===== config.mk =====
export PLATFORM = sky130hd
export DESIGN_NAME = jtframe_kbd_cmdseq
export DESIGN_NICKNAME = d
export VERILOG_FILES = /design/src/rtl/jtframe_kbd_pkg.sv /design/src/rtl/jtframe_kbd_tmo.sv /design/src/rtl/jtframe_kbd_cmdseq.sv
export SDC_FILE = /design/constraint.sdc
export NUM_CORES = 1
export LEC_CHECK = 0
export CORE_MARGIN = 3
export CORE_UTILIZATION = 40
export DETAILED_ROUTE_END_ITERATION = 10
export SLEW_MARGIN = 10
export SYNTH_ARGS = -nofsm -noshare
export SYNTH_HDL_FRONTEND = slang
export SYNTH_HIERARCHICAL = 1
export SYNTH_SLANG_ARGS = --single-unit

===== constraint.sdc =====
create_clock -name clk -period 3.4 [get_ports clk]
set_input_delay 0.34 -clock clk [delete_from_list [all_inputs] [get_ports clk]]
set_output_delay 0.34 -clock clk [all_outputs]
set_load 0.02 [all_outputs]

===== src/rtl/jtframe_kbd_pkg.sv =====
// Shared definitions for the PS/2 keyboard command sequencer:
// FSM state encoding and the protocol byte constants.
package jtframe_kbd_pkg;

    typedef enum logic [2:0] {
        ST_IDLE      = 3'd0,
        ST_SEND_CMD  = 3'd1,
        ST_WAIT_ACK1 = 3'd2,
        ST_SEND_ARG  = 3'd3,
        ST_WAIT_ACK2 = 3'd4
    } kbd_state_t;

    localparam logic [7:0] KBD_CMD_LED  = 8'hED;
    localparam logic [7:0] KBD_CMD_RATE = 8'hF3;
    localparam logic [7:0] KBD_ACK      = 8'hFA;
    localparam logic [7:0] KBD_RESEND   = 8'hFE;

    function automatic logic kbd_is_reply(input logic [7:0] b);
        return (b == KBD_ACK) || (b == KBD_RESEND);
    endfunction

endpackage


===== src/rtl/jtframe_kbd_tmo.sv =====
// Reply timeout counter for the command sequencer WAIT states.
// Cleared on WAIT entry, counts while enabled, flags TIMEOUT-1 reached.
module jtframe_kbd_tmo #(
    parameter logic [23:0] TIMEOUT = 24'd600000
) (
    input  logic clk,
    input  logic rst_n,
    input  logic clr_i,
    input  logic en_i,
    output logic expired_o
);

    localparam logic [23:0] LIMIT = TIMEOUT - 24'd1;

    logic [23:0] cnt_q;
    logic [23:0] cnt_d;
    logic        at_limit;

    // Holding at the limit keeps the flag set instead of wrapping around.
    assign at_limit  = (cnt_q >= LIMIT);
    assign expired_o = en_i && at_limit;

    always_comb begin
        cnt_d = cnt_q;
        if (clr_i) begin
            cnt_d = 24'd0;
        end else if (en_i && !at_limit) begin
            cnt_d = cnt_q + 24'd1;
        end
    end

    always_ff @(posedge clk or negedge rst_n) begin
        if (!rst_n) begin
            cnt_q <= 24'd0;
        end else begin
            cnt_q <= cnt_d;
        end
    end

endmodule


===== src/rtl/jtframe_kbd_cmdseq.sv =====
// PS/2 keyboard command sequencer: sends LED / typematic commands with ACK,
// resend and timeout retries, and forwards non-reply bytes as key scans.
// Define JTFRAME_KBD_TYPEMATIC_EN to enable the typematic-rate (F3) requester.
module jtframe_kbd_cmdseq
    import jtframe_kbd_pkg::*;
#(
    parameter logic [23:0] TIMEOUT  = 24'd600000,
    parameter int          MAXRETRY = 2
) (
    input  logic       clk,
    input  logic       rst_n,
    input  logic       led_req,
    input  logic [2:0] led_val,
    input  logic       rate_req,
    input  logic [7:0] rate_val,
    output logic [7:0] tx_data,
    output logic       tx_valid,
    input  logic       tx_ready,
    input  logic [7:0] rx_data,
    input  logic       rx_valid,
    output logic [7:0] key_data,
    output logic       key_valid,
    output logic       busy,
    output logic       cmd_err
);

`ifdef JTFRAME_KBD_TYPEMATIC_EN
    localparam logic RATE_EN = 1'b1;
`else
    localparam logic RATE_EN = 1'b0;
`endif

    localparam logic [7:0] MAXR = 8'(MAXRETRY);

    kbd_state_t state_q, state_d;
    logic       led_pend_q, led_pend_d;
    logic [2:0] led_val_q, led_val_d;
    logic       rate_pend_q, rate_pend_d;
    logic [7:0] rate_val_q, rate_val_d;
    logic [7:0] cmd_q, cmd_d;
    logic [7:0] arg_q, arg_d;
    logic [7:0] retry_q, retry_d;
    logic       err_q, err_d;
    logic [7:0] key_data_q, key_data_d;
    logic       key_vld_q, key_vld_d;

    logic rate_go;
    logic in_wait;
    logic got_ack;
    logic need_retry;
    logic tmo_clr;
    logic tmo_en;
    logic tmo_expired;

    jtframe_kbd_tmo #(
        .TIMEOUT (TIMEOUT)
    ) u_tmo (
        .clk       (clk),
        .rst_n     (rst_n),
        .clr_i     (tmo_clr),
        .en_i      (tmo_en),
        .expired_o (tmo_expired)
    );

    assign rate_go    = RATE_EN && rate_req;
    assign in_wait    = (state_q == ST_WAIT_ACK1) || (state_q == ST_WAIT_ACK2);
    assign got_ack    = rx_valid && (rx_data == KBD_ACK);
    // Any received byte masks a coincident timeout for that cycle.
    assign need_retry = (rx_valid && (rx_data == KBD_RESEND)) || (!rx_valid && tmo_expired);

    always_comb begin
        state_d     = state_q;
        led_pend_d  = led_pend_q;
        led_val_d   = led_val_q;
        rate_pend_d = rate_pend_q;
        rate_val_d  = rate_val_q;
        cmd_d       = cmd_q;
        arg_d       = arg_q;
        retry_d     = retry_q;
        err_d       = 1'b0;
        key_data_d  = key_data_q;
        key_vld_d   = 1'b0;
        tmo_clr     = 1'b0;
        tmo_en      = 1'b0;

        if (led_req) begin
            led_pend_d = 1'b1;
            led_val_d  = led_val;
        end
        if (rate_go) begin
            rate_pend_d = 1'b1;
            rate_val_d  = rate_val;
        end

        case (state_q)
            ST_IDLE: begin
                // Argument is frozen at grant so a new request cannot alter the one in flight.
                if (led_pend_q) begin
                    state_d    = ST_SEND_CMD;
                    cmd_d      = KBD_CMD_LED;
                    arg_d      = {5'b0, led_val_q};
                    led_pend_d = led_req;
                    retry_d    = 8'd0;
                end else if (rate_pend_q) begin
                    state_d     = ST_SEND_CMD;
                    cmd_d       = KBD_CMD_RATE;
                    arg_d       = rate_val_q;
                    rate_pend_d = rate_go;
                    retry_d     = 8'd0;
                end
            end
            ST_SEND_CMD: begin
                if (tx_ready) begin
                    state_d = ST_WAIT_ACK1;
                    tmo_clr = 1'b1;
                end
            end
            ST_WAIT_ACK1: begin
                tmo_en = 1'b1;
                if (got_ack) begin
                    state_d = ST_SEND_ARG;
                    retry_d = 8'd0;
                end else if (need_retry) begin
                    if (retry_q == MAXR) begin
                        err_d   = 1'b1;
                        state_d = ST_IDLE;
                    end else begin
                        retry_d = retry_q + 8'd1;
                        state_d = ST_SEND_CMD;
                    end
                end
            end
            ST_SEND_ARG: begin
                if (tx_ready) begin
                    state_d = ST_WAIT_ACK2;
                    tmo_clr = 1'b1;
                end
            end
            ST_WAIT_ACK2: begin
                tmo_en = 1'b1;
                if (got_ack) begin
                    state_d = ST_IDLE;
                end else if (need_retry) begin
                    if (retry_q == MAXR) begin
                        err_d   = 1'b1;
                        state_d = ST_IDLE;
                    end else begin
                        retry_d = retry_q + 8'd1;
                        state_d = ST_SEND_ARG;
                    end
                end
            end
            default: state_d = ST_IDLE;
        endcase

        // ACK/RESEND are consumed only while a reply is awaited.
        if (rx_valid && !(in_wait && kbd_is_reply(rx_data))) begin
            key_vld_d  = 1'b1;
            key_data_d = rx_data;
        end
    end

    always_ff @(posedge clk or negedge rst_n) begin
        if (!rst_n) begin
            state_q     <= ST_IDLE;
            led_pend_q  <= 1'b0;
            led_val_q   <= 3'd0;
            rate_pend_q <= 1'b0;
            rate_val_q  <= 8'd0;
            cmd_q       <= 8'd0;
            arg_q       <= 8'd0;
            retry_q     <= 8'd0;
            err_q       <= 1'b0;
            key_data_q  <= 8'd0;
            key_vld_q   <= 1'b0;
        end else begin
            state_q     <= state_d;
            led_pend_q  <= led_pend_d;
            led_val_q   <= led_val_d;
            rate_pend_q <= rate_pend_d;
            rate_val_q  <= rate_val_d;
            cmd_q       <= cmd_d;
            arg_q       <= arg_d;
            retry_q     <= retry_d;
            err_q       <= err_d;
            key_data_q  <= key_data_d;
            key_vld_q   <= key_vld_d;
        end
    end

    assign tx_valid  = (state_q == ST_SEND_CMD) || (state_q == ST_SEND_ARG);
    assign tx_data   = (state_q == ST_SEND_CMD) ? cmd_q :
                       (state_q == ST_SEND_ARG) ? arg_q : 8'd0;
    assign busy      = (state_q != ST_IDLE);
    assign cmd_err   = err_q;
    assign key_data  = key_data_q;
    assign key_valid = key_vld_q;

endmodule


======== Word-level counts from Yosys, hierarchy flattened ========
Cells that the tools add are included.
cells by class
  equality and inequality tests ........... 13
  magnitude comparators ................... 1
  reductions and logical operators ........ 23
  multiplexer cells ....................... 33
  $add $sub $neg .......................... 2
operator list
  cell                                                                      count
  8-bit 2-to-1 mux                                                          9
  24-bit 2-to-1 mux                                                         2
  24-bit by 1-bit adder with 24-bit output (second input constant)          1
  24-bit by 20-bit >= comparator with 1-bit output (second input constant)  1
  8-bit one-hot mux with 3 select lines                                     1
  3-bit 2-to-1 mux                                                          7
  8-bit equality test (second input constant)                               2
  3-bit one-hot mux with 5 select lines                                     1
  1-bit 2-to-1 mux                                                          12
  8-bit by 1-bit adder with 8-bit output (second input constant)            1
  8-bit by 2-bit equality test with 1-bit output (second input constant)    1
  2-bit != test (second input constant)                                     4
  1-bit logical AND                                                         7
  3-bit by 2-bit equality test with 1-bit output (second input constant)    2
  3-bit != test (second input constant)                                     2
  3-bit nonzero test                                                        2
  5-bit AND reduction                                                       1
  1-bit logical OR                                                          4
  2-bit OR reduction                                                        2
  3-bit by 1-bit equality test with 1-bit output (second input constant)    1
  3-bit equality test (second input constant)                               1
  1-bit zero test                                                           3
  3-bit zero test                                                           1
  3-bit AND reduction                                                       1
  3 further kinds                                                           3
word-level totals
  bits of input ports ..................... 25
  register bits ........................... 65

======== Longest topological paths before layout ========
Gate-level depths: netlist of the first run.
  depth in word-level cells ............... 9
  depth in mapped cells ................... 11
  depth with buffers taken out ............ 11

======== Hierarchy ========
Netlist of the first run, hierarchy kept.
by module, submodules not included
  module              seq. area each (um^2)  instances  area each (um^2)  cells an instance
  jtframe_kbd_cmdseq  725.7                  1          1587.8            150
  jtframe_kbd_tmo     600.6                  1          1342.5            131

======== Worst setup path after synthesis of the first run ========
No wires, ideal clock.
  path kind ............................... flip-flop to flip-flop
  start ................................... register u_tmo.cnt_q[18]
  end ..................................... register retry_q[0]
  required time ........................... 3.275 ns
  stages on the path, launching flop included .. 11
  library setup time ...................... 0.125 ns
  period minus slack after synthesis ...... 2.652 ns
  path slack .............................. 0.748 ns
  data arrival time ....................... 2.527 ns
  cell sequence ........................... dfrtp_1 -> or4_1 -> nor4_4 -> and2_1 -> nor3b_1 -> nor2b_1 -> nor2b_1 -> or3_1 -> nor2_1 -> a211o_1 -> mux2_2
on the way
  longest elaborated chain between the ends .. 7
  elaborated cells on any way between the ends .. 8
  those cells by class .................... order compare (1); mux (4); reduce/logical (3)
RTL lines
  element                                               RTL line                   text
  from (decl)                                           jtframe_kbd_tmo.sv:15      logic [23:0] cnt_q;
  from (signal assigned)                                jtframe_kbd_tmo.sv:36      cnt_q <= cnt_d;
  24-bit by 20-bit >= comparator with 1-bit output (*)  jtframe_kbd_tmo.sv:20      assign at_limit = (cnt_q >= LIMIT);
  1-bit logical AND (*)                                 jtframe_kbd_tmo.sv:21      assign expired_o = en_i && at_limit;
  via tmo_expired                                       jtframe_kbd_cmdseq.sv:53   logic tmo_expired;
  1-bit logical AND (*)                                 jtframe_kbd_cmdseq.sv:69   assign need_retry = (rx_valid && (rx_data == KBD_RESEND)) || (!rx_valid && tmo_expired);
  1-bit logical OR (*)                                  jtframe_kbd_cmdseq.sv:69
  8-bit 2-to-1 mux (*)                                  -
  8-bit 2-to-1 mux (on tied branches)                   -
  8-bit one-hot mux with 3 select lines (*)             -
  to (signal assigned)                                  jtframe_kbd_cmdseq.sv:184  retry_q <= retry_d;
  to (decl)                                             jtframe_kbd_cmdseq.sv:42   logic [7:0] retry_q, retry_d;
Mark *: on every way through the listed nets, which the timed path passes. The rest lies on a longest branch. The select of a mux whose other input is x is not followed.
A chain may end at the register's enable or synchronous reset.

======== Final worst setup path of the first run ========
  start ................................... register u_tmo.cnt_q[18]
  end ..................................... register retry_q[4]
The elaborated chain is that of the path after synthesis.

==> flow_summary.json, run 1 <==
{
  "avgSynthCellArea_sq_um": 10.4,
  "drc_errors": 0,
  "synthDominantCellAreaShare_pct": 45.3,
  "cp.buffers_inverters": 0,
  "arrival_ns": 3.02,
  "ys_warn_count": 6,
  "fin_nets": 339,
  "power_frac_seq_pct": 41.3,
  "antenna_found_initial": 0,
  "grt_pass1_vias": 2172,
  "netlist_top_cells_count": "dfrtp_1 (53), nor2_1 (20), a21oi_1 (16), nand2_1 (16), nand3_1 (11)",
  "hold_viol_final": 0,
  "hold_path_class": "input port to asynchronous set/reset pin",
  "grt_overflow_total": 0,
  "fmax_mhz": 354,
  "p_comb_share_pct": 39.6,
  "dp_hpwl_mm": 4.33,
  "clkSinkCount": 53,
  "initial_utilization_pct": 42.2,
  "syn_to_final_growth_pct": 15.4,
  "ys_ff_latch": 53,
  "clkPwrFrac_pct": 19.1,
  "yosysUniqueCellTypes": 66,
  "final-setup-viol-count": 0,
  "wl_per_cell_um": 14.2,
  "power_switching_uw": 693,
  "cts_hold_buf": 0,
  "path_clk_slew_ns": 0.10,
  "drv_cap": 0,
  "vdd_drop_max_v": 0.000391,
  "yosys-top-cells-area": "dfrtp_1 (45%), mux2_2 (3.8%), a21oi_1 (2.7%), mux2_1 (2.7%), nor2_1 (2.6%)",
  "crit_chain": "or4_1 > nor4_4 > and2_1 > nor3b_1 > nor2b_1 > nor2b_1 > a41oi_1 > nor4_1 > xnor2_1 > nor2_1",
  "p_leak_uw": 0.00140,
  "htreeDepth": 2,
  "clock_latency_ns": 0.31,
  "cp-end-kind": "register",
  "max_slew.worst_pin.slew_ns": 0.814,
  "crit_fanout": 6,
  "slowest_delay_ns": 0.59,
  "rows": 30,
  "drv_slew": 0,
  "finalSetupTns_ns": 0,
  "slowest_stage": "or4_1",
  "io_pins": 45,
  "die-area_sq_mm": 0.00839,
  "ys.flop_type": "dfrtp_1",
  "layout-drive-gt1-share_pct": 14.1,
  "postCtsSetupRepairBufs": 0,
  "root_buffer": "clkbuf_8",
  "synth_most_common_cell": "dfrtp_1",
  "diodes": 0,
  "yosysTopAreaCell": "dfrtp_1",
  "clock_skew_ns": 0.00749,
  "relSlewSlack_pct": 45.3,
  "setup.worst_path.start_class": "register",
  "status": "completed",
  "cts_buffer_depth": 2,
  "power_uw": 1860,
  "die_w_um": 91.6,
  "drtIter0Drc": 60,
  "p_int_uw": 1170,
  "cts-buffers-inserted": 5,
  "sw_frac_of_total_pct": 37.2,
  "ctsResizeCount": 0,
  "vias_per_cell": 5.35,
  "drt_first_pass_iters": 4,
  "netlist_area_sq_mm": 0.00293,
  "portBuffers": 34,
  "crit_family": "simple AND/OR/NAND/NOR gates",
  "place_congestion": 0.807,
  "grt_max_degree": 36,
  "core-area_sq_mm": 0.00694,
  "criticalPathCategory": "register to register",
  "final.min_clock_period_ns": 2.83,
  "ant_nets": 0,
  "syn-num-nets": 309,
  "fp.dieH_um": 91.6,
  "synth_cells": 281,
  "yosysSeqAreaShare_pct": 45.3,
  "synth_edf_count": 0,
  "grt_usage_pct": 15.2,
  "async_reset_ff_share_pct": 100,
  "cts_tree": "built",
  "vias": 2181,
  "wl_mm": 5.81,
  "fin_crit_sh_pct": 83.1,
  "hold_slack_ns": 0.112,
  "rsz0062_at_grt": "false",
  "grt_pass1_wl_mm": 10.4,
  "critPathMostFrequentCell": "nor2b_1",
  "crit_required_ns": 3.59,
  "p_per_area_mw_per_mm2": 551
}
-- power by group through the flow --
stage | sequential, uW | clock [uW] | combinational, uW
2_1_floorplan | 765 | 0 | 560
3_3_place_gp | 781 | 0 | 736
3_5_place_dp | 783 | 0 | 744
4_1_cts | 770 | 379 | 748
5_1_grt | 787 | 403 | 810
6_report | 770 | 356 | 738
-- per-stage QoR --
step           cells  worst slack (ns)  cell area [sq um]  utilization, %
3_5_place_dp     400             0.607               3290            47.4
3_3_place_gp     400             0.661               3290            47.4
4_1_cts          408             0.568               3380            48.7
5_1_grt          408             0.401               3380            48.7
6_report         408             0.574               3380            48.7
2_1_floorplan    281             0.748               2930               -
-- worst register-to-register path, stage by stage, from the launching register on --
cell and delay [ns]:
dfrtp_1 0.43, or4_1 0.59, nor4_4 0.27, and2_1 0.16, nor3b_1 0.05, nor2b_1 0.15, nor2b_1 0.23, a41oi_1 0.14
nor4_1 0.47, xnor2_1 0.17, nor2_1 0.05
-- layout make-up --
| type | instances | area [sq um] |
|---|---|---|
| Multi-Input combinational cell | 206 | 1460 |
| Clock buffer | 6 | 72.6 |
| Sequential cell | 53 | 1330 |
| Fill cell | 649 | 3560 |
| Clock inverter | 2 | 13.8 |
| Inverter | 8 | 35.0 |
| Tap cell | 96 | 120 |
| Timing Repair Buffer | 37 | 358 |
-- cell families after synthesis --
group,Yosys count,synth area share [%]
muxes,18,6.87
AOI/OAI and AO/OA,59,14.6
and+or+nand+nor,119,25.0
xor gates and xnor gates,6,1.79
other,1,0.128
DFF,53,45.3
buffers and inverters,22,5.08
adders and majority gates,3,1.28
-- path summary, 6_finish.rpt --
check	start	end	slack [ns]	cells past startpoint
max in group asynchronous	rst_n	state_q[1]$_DFFE_PN0P_	2.53	2
hold / removal	rst_n	u_tmo/cnt_q[10]$_DFFE_PN0P_	0.11	1
setup reg to reg	u_tmo/cnt_q[18]$_DFFE_PN0P_	retry_q[4]$_DFFE_PN0P_	0.57	10
setup / recovery	u_tmo/cnt_q[18]$_DFFE_PN0P_	retry_q[4]$_DFFE_PN0P_	0.57	10
min in group clk	key_data[0]$_DFFE_PN0P_	key_data[0]$_DFFE_PN0P_	0.48	2
hold reg to reg	key_data[0]$_DFFE_PN0P_	key_data[0]$_DFFE_PN0P_	0.48	2
-- routing by layer --
metal	global-route usage, %	vias up	part of all wire, %
li1	-	1079	-
met1	20.4	1076	47
met2	24.7	20	50
met3	2.98	6	2.3
met4	4.52	0	1.2
met5	0	-	0
-- flip-flops by register name, indices dropped and copies added (netlist names) --
register	count
u_tmo/cnt_q	24
cmd_q	1
key_data	8
arg_q	3
cmd_err	1
led_val_q	3
retry_q	8
led_pend_q	1
state_q	3
key_valid	1
-- cell usage in the layout, fill, tap and decap left out, drive strengths merged, types with 9 or more instances in the layout --
master          n
dfrtp          53
o21ai          16
nand2          16
nor2           20
a21oi          16
clkdlybuf4s50  33
nor2b          10
nand3          11
mux2           17
nand4           9
(Power assumes the default switching activity.)
==> run 2, diff against run 1 <==
==> constraint.sdc (replaced) <==
create_clock -name clk -period 2.8 [get_ports clk]
set_input_delay 0.28 -clock clk [delete_from_list [all_inputs] [get_ports clk]]
set_output_delay 0.28 -clock clk [all_outputs]
set_load 0.02 [all_outputs]
==> run 2 against run 1 <==
  * Via count up 2.6%
  * Setup slack worse by 0.44 ns
  * Critical path depth up 1
  * Wire length up 1.0%
  * Sequential power up 19%
  * Non-clock buffer count up 16
  * Clock power up 26%
  * Total power up 25%
  * Sequential share of layout area down 1.7 points
  * Combinational power up 31%
  * Flip-flop and latch count unchanged
  * First-iteration DRC count up 15%
  * Critical path type unchanged
  * Largest cell class unchanged
  * Highest routed layer unchanged
==> flow_summary.json, run 2 (synthesis gave the netlist of run 1 again) <==
{
  "setup.worst_path.start_class": "register",
  "grt_pass1_wl_mm": 10.1,
  "p_per_area_mw_per_mm2": 658,
  "core-area_sq_mm": 0.00694,
  "relSlewSlack_pct": 63.6,
  "drt_first_pass_iters": 4,
  "fmax_mhz": 375,
  "placedCellCount": 413,
  "portBuffers": 34,
  "largest_reg_flops": 24,
  "drc_errors": 0,
  "drv_slew": 0,
  "rsz0062_at_grt": "true",
  "fin_ws_ns": 0.136,
  "crit_cells": 11,
  "finalSetupTns_ns": 0,
  "grt_pass1_vias": 2115,
  "hold_viol_final": 0,
  "ant_nets": 0,
  "vdd_drop_max_v": 0.000459,
  "root_buffer": "clkbuf_8",
  "vias_per_cell": 5.28,
  "dp_hpwl_mm": 4.37,
  "max_flop_register": "u_tmo/cnt_q",
  "path_clk_slew_ns": 0.10,
  "antenna_found_initial": 0,
  "diodes": 0,
  "clkSinkCount": 53,
  "grt_overflow_total": 0,
  "place_congestion": 0.787,
  "drv_cap": 0,
  "worst-r2r-cell-count": 11,
  "cp.buffers_inverters": 0,
  "cts-buffers-inserted": 5,
  "multiInputGateArea_sq_mm": 0.00148,
  "r2r_end": "state_q[1]$_DFFE_PN0P_",
  "crit_fanout": 5,
  "htreeDepth": 2,
  "rows": 30,
  "grt_usage_pct": 14.6,
  "wl_per_cell_um": 13.8,
  "wl_mm": 5.87,
  "clock_latency_ns": 0.31,
  "arrival_ns": 2.85,
  "final.min_clock_period_ns": 2.66,
  "final-setup-viol-count": 0,
  "p_leak_uw": 0.00148,
  "timing.rr.start": "u_tmo/cnt_q[1]$_DFFE_PN0P_",
  "hold_path_class": "input port to asynchronous set/reset pin",
  "cts_tree": "built",
  "slowest_stage": "dfrtp_1",
  "fin_nets": 355,
  "pre_cts_slack_ns": 0.107,
  "initial_utilization_pct": 42.2,
  "die-area_sq_mm": 0.00839,
  "stdcell_count": 424,
  "max_slew.worst_pin.slew_ns": 0.533,
  "crit_required_ns": 2.99,
  "status": "completed",
  "grt_max_degree": 35,
  "fin_crit_sh_pct": 95.1,
  "drtIter0Drc": 69,
  "crit_family": "simple AND/OR/NAND/NOR gates",
  "die_w_um": 91.6,
  "cts_buffer_depth": 2,
  "criticalPathCategory": "register to register",
  "slowest_delay_ns": 0.41,
  "clock_skew_ns": 0.0109,
  "regArea_sq_mm": 0.00133,
  "final_cell_mix": "dfrtp_1 (53), clkdlybuf4s50_1 (33), nor2_1 (20)",
  "crit_chain": "ha_1 > and3_1 > a31o_2 > and2_1 > nor3b_1 > nor2b_1 > nor2b_2 > or3_1 > o21a_2 > a32oi_1 > o21ai_1",
  "layout_commonest_cell": "dfrtp_1",
  "reg2reg_slack_ns": 0.14,
  "io_pins": 45,
  "syn_to_final_growth_pct": 20.8,
  "layout-drive-gt1-share_pct": 19.5,
  "fp.dieH_um": 91.6,
  "cp-end-kind": "register",
  "vias": 2238,
  "fillCellCount": 645
}
run 2: how the worst max path moves through the flow:
stage	from	end	slack, ns
floorplan	u_tmo/cnt_q[18]$_DFFE_PN0P_	retry_q[0]$_DFFE_PN0P_	0.15
global placement	u_tmo/cnt_q[18]$_DFFE_PN0P_	retry_q[4]$_DFFE_PN0P_	0.12
detailed placement	u_tmo/cnt_q[0]$_DFFE_PN0P_	retry_q[0]$_DFFE_PN0P_	0.11
CTS	u_tmo/cnt_q[0]$_DFFE_PN0P_	retry_q[0]$_DFFE_PN0P_	0.07
global route	u_tmo/cnt_q[18]$_DFFE_PN0P_	retry_q[0]$_DFFE_PN0P_	-0.02
finish	u_tmo/cnt_q[1]$_DFFE_PN0P_	state_q[1]$_DFFE_PN0P_	0.14
run 2: per-layer routing:
layer,GRT usage [%],up-vias,wire length [um]
li1,-,1117,-
met1,19.9,1091,2790
met2,24.3,26,2900
met3,2.24,4,130
met4,3.77,0,46
met5,0,-,0
run 2: repair_timing:
| action | 4_1_cts | 5_1_grt |
|---|---|---|
| hold buffers | 1 | 0 |
| endpoints found under the setup margin | 0 | 6 |
| hold endpoints to repair | 19 | 0 |
| buffers inserted | 0 | 2 |
| resized for setup | 0 | 5 |
run 2: metrics by stage:
step	hold slack, ns	instance area [sq um]	utilization, %	total power, uW
after floorplan	-0.0156	2930	-	1610
after global placement	0.249	3390	48.8	1870
after detailed placement	0.256	3390	48.8	1880
after CTS	0.451	3500	50.4	2340
after global routing	0.477	3540	51.0	2500
final	0.437	3540	51.0	2330
run 2: area by class of cell:
class | instances | share of cell area (%)
multi-input cells | 206 | 41.9
flip-flops and latches | 53 | 37.5
repair buffers | 53 | 13.6
well taps | 96 | 3.39
clock buffers | 5 | 1.94
inverters | 8 | 0.990
clock inverters | 3 | 0.743
run 2: where the power goes:
| part | switching (uW) | internal, uW |
|---|---|---|
| logic | 533 | 435 |
| clock network | 266 | 182 |
| registers | 62.0 | 851 |
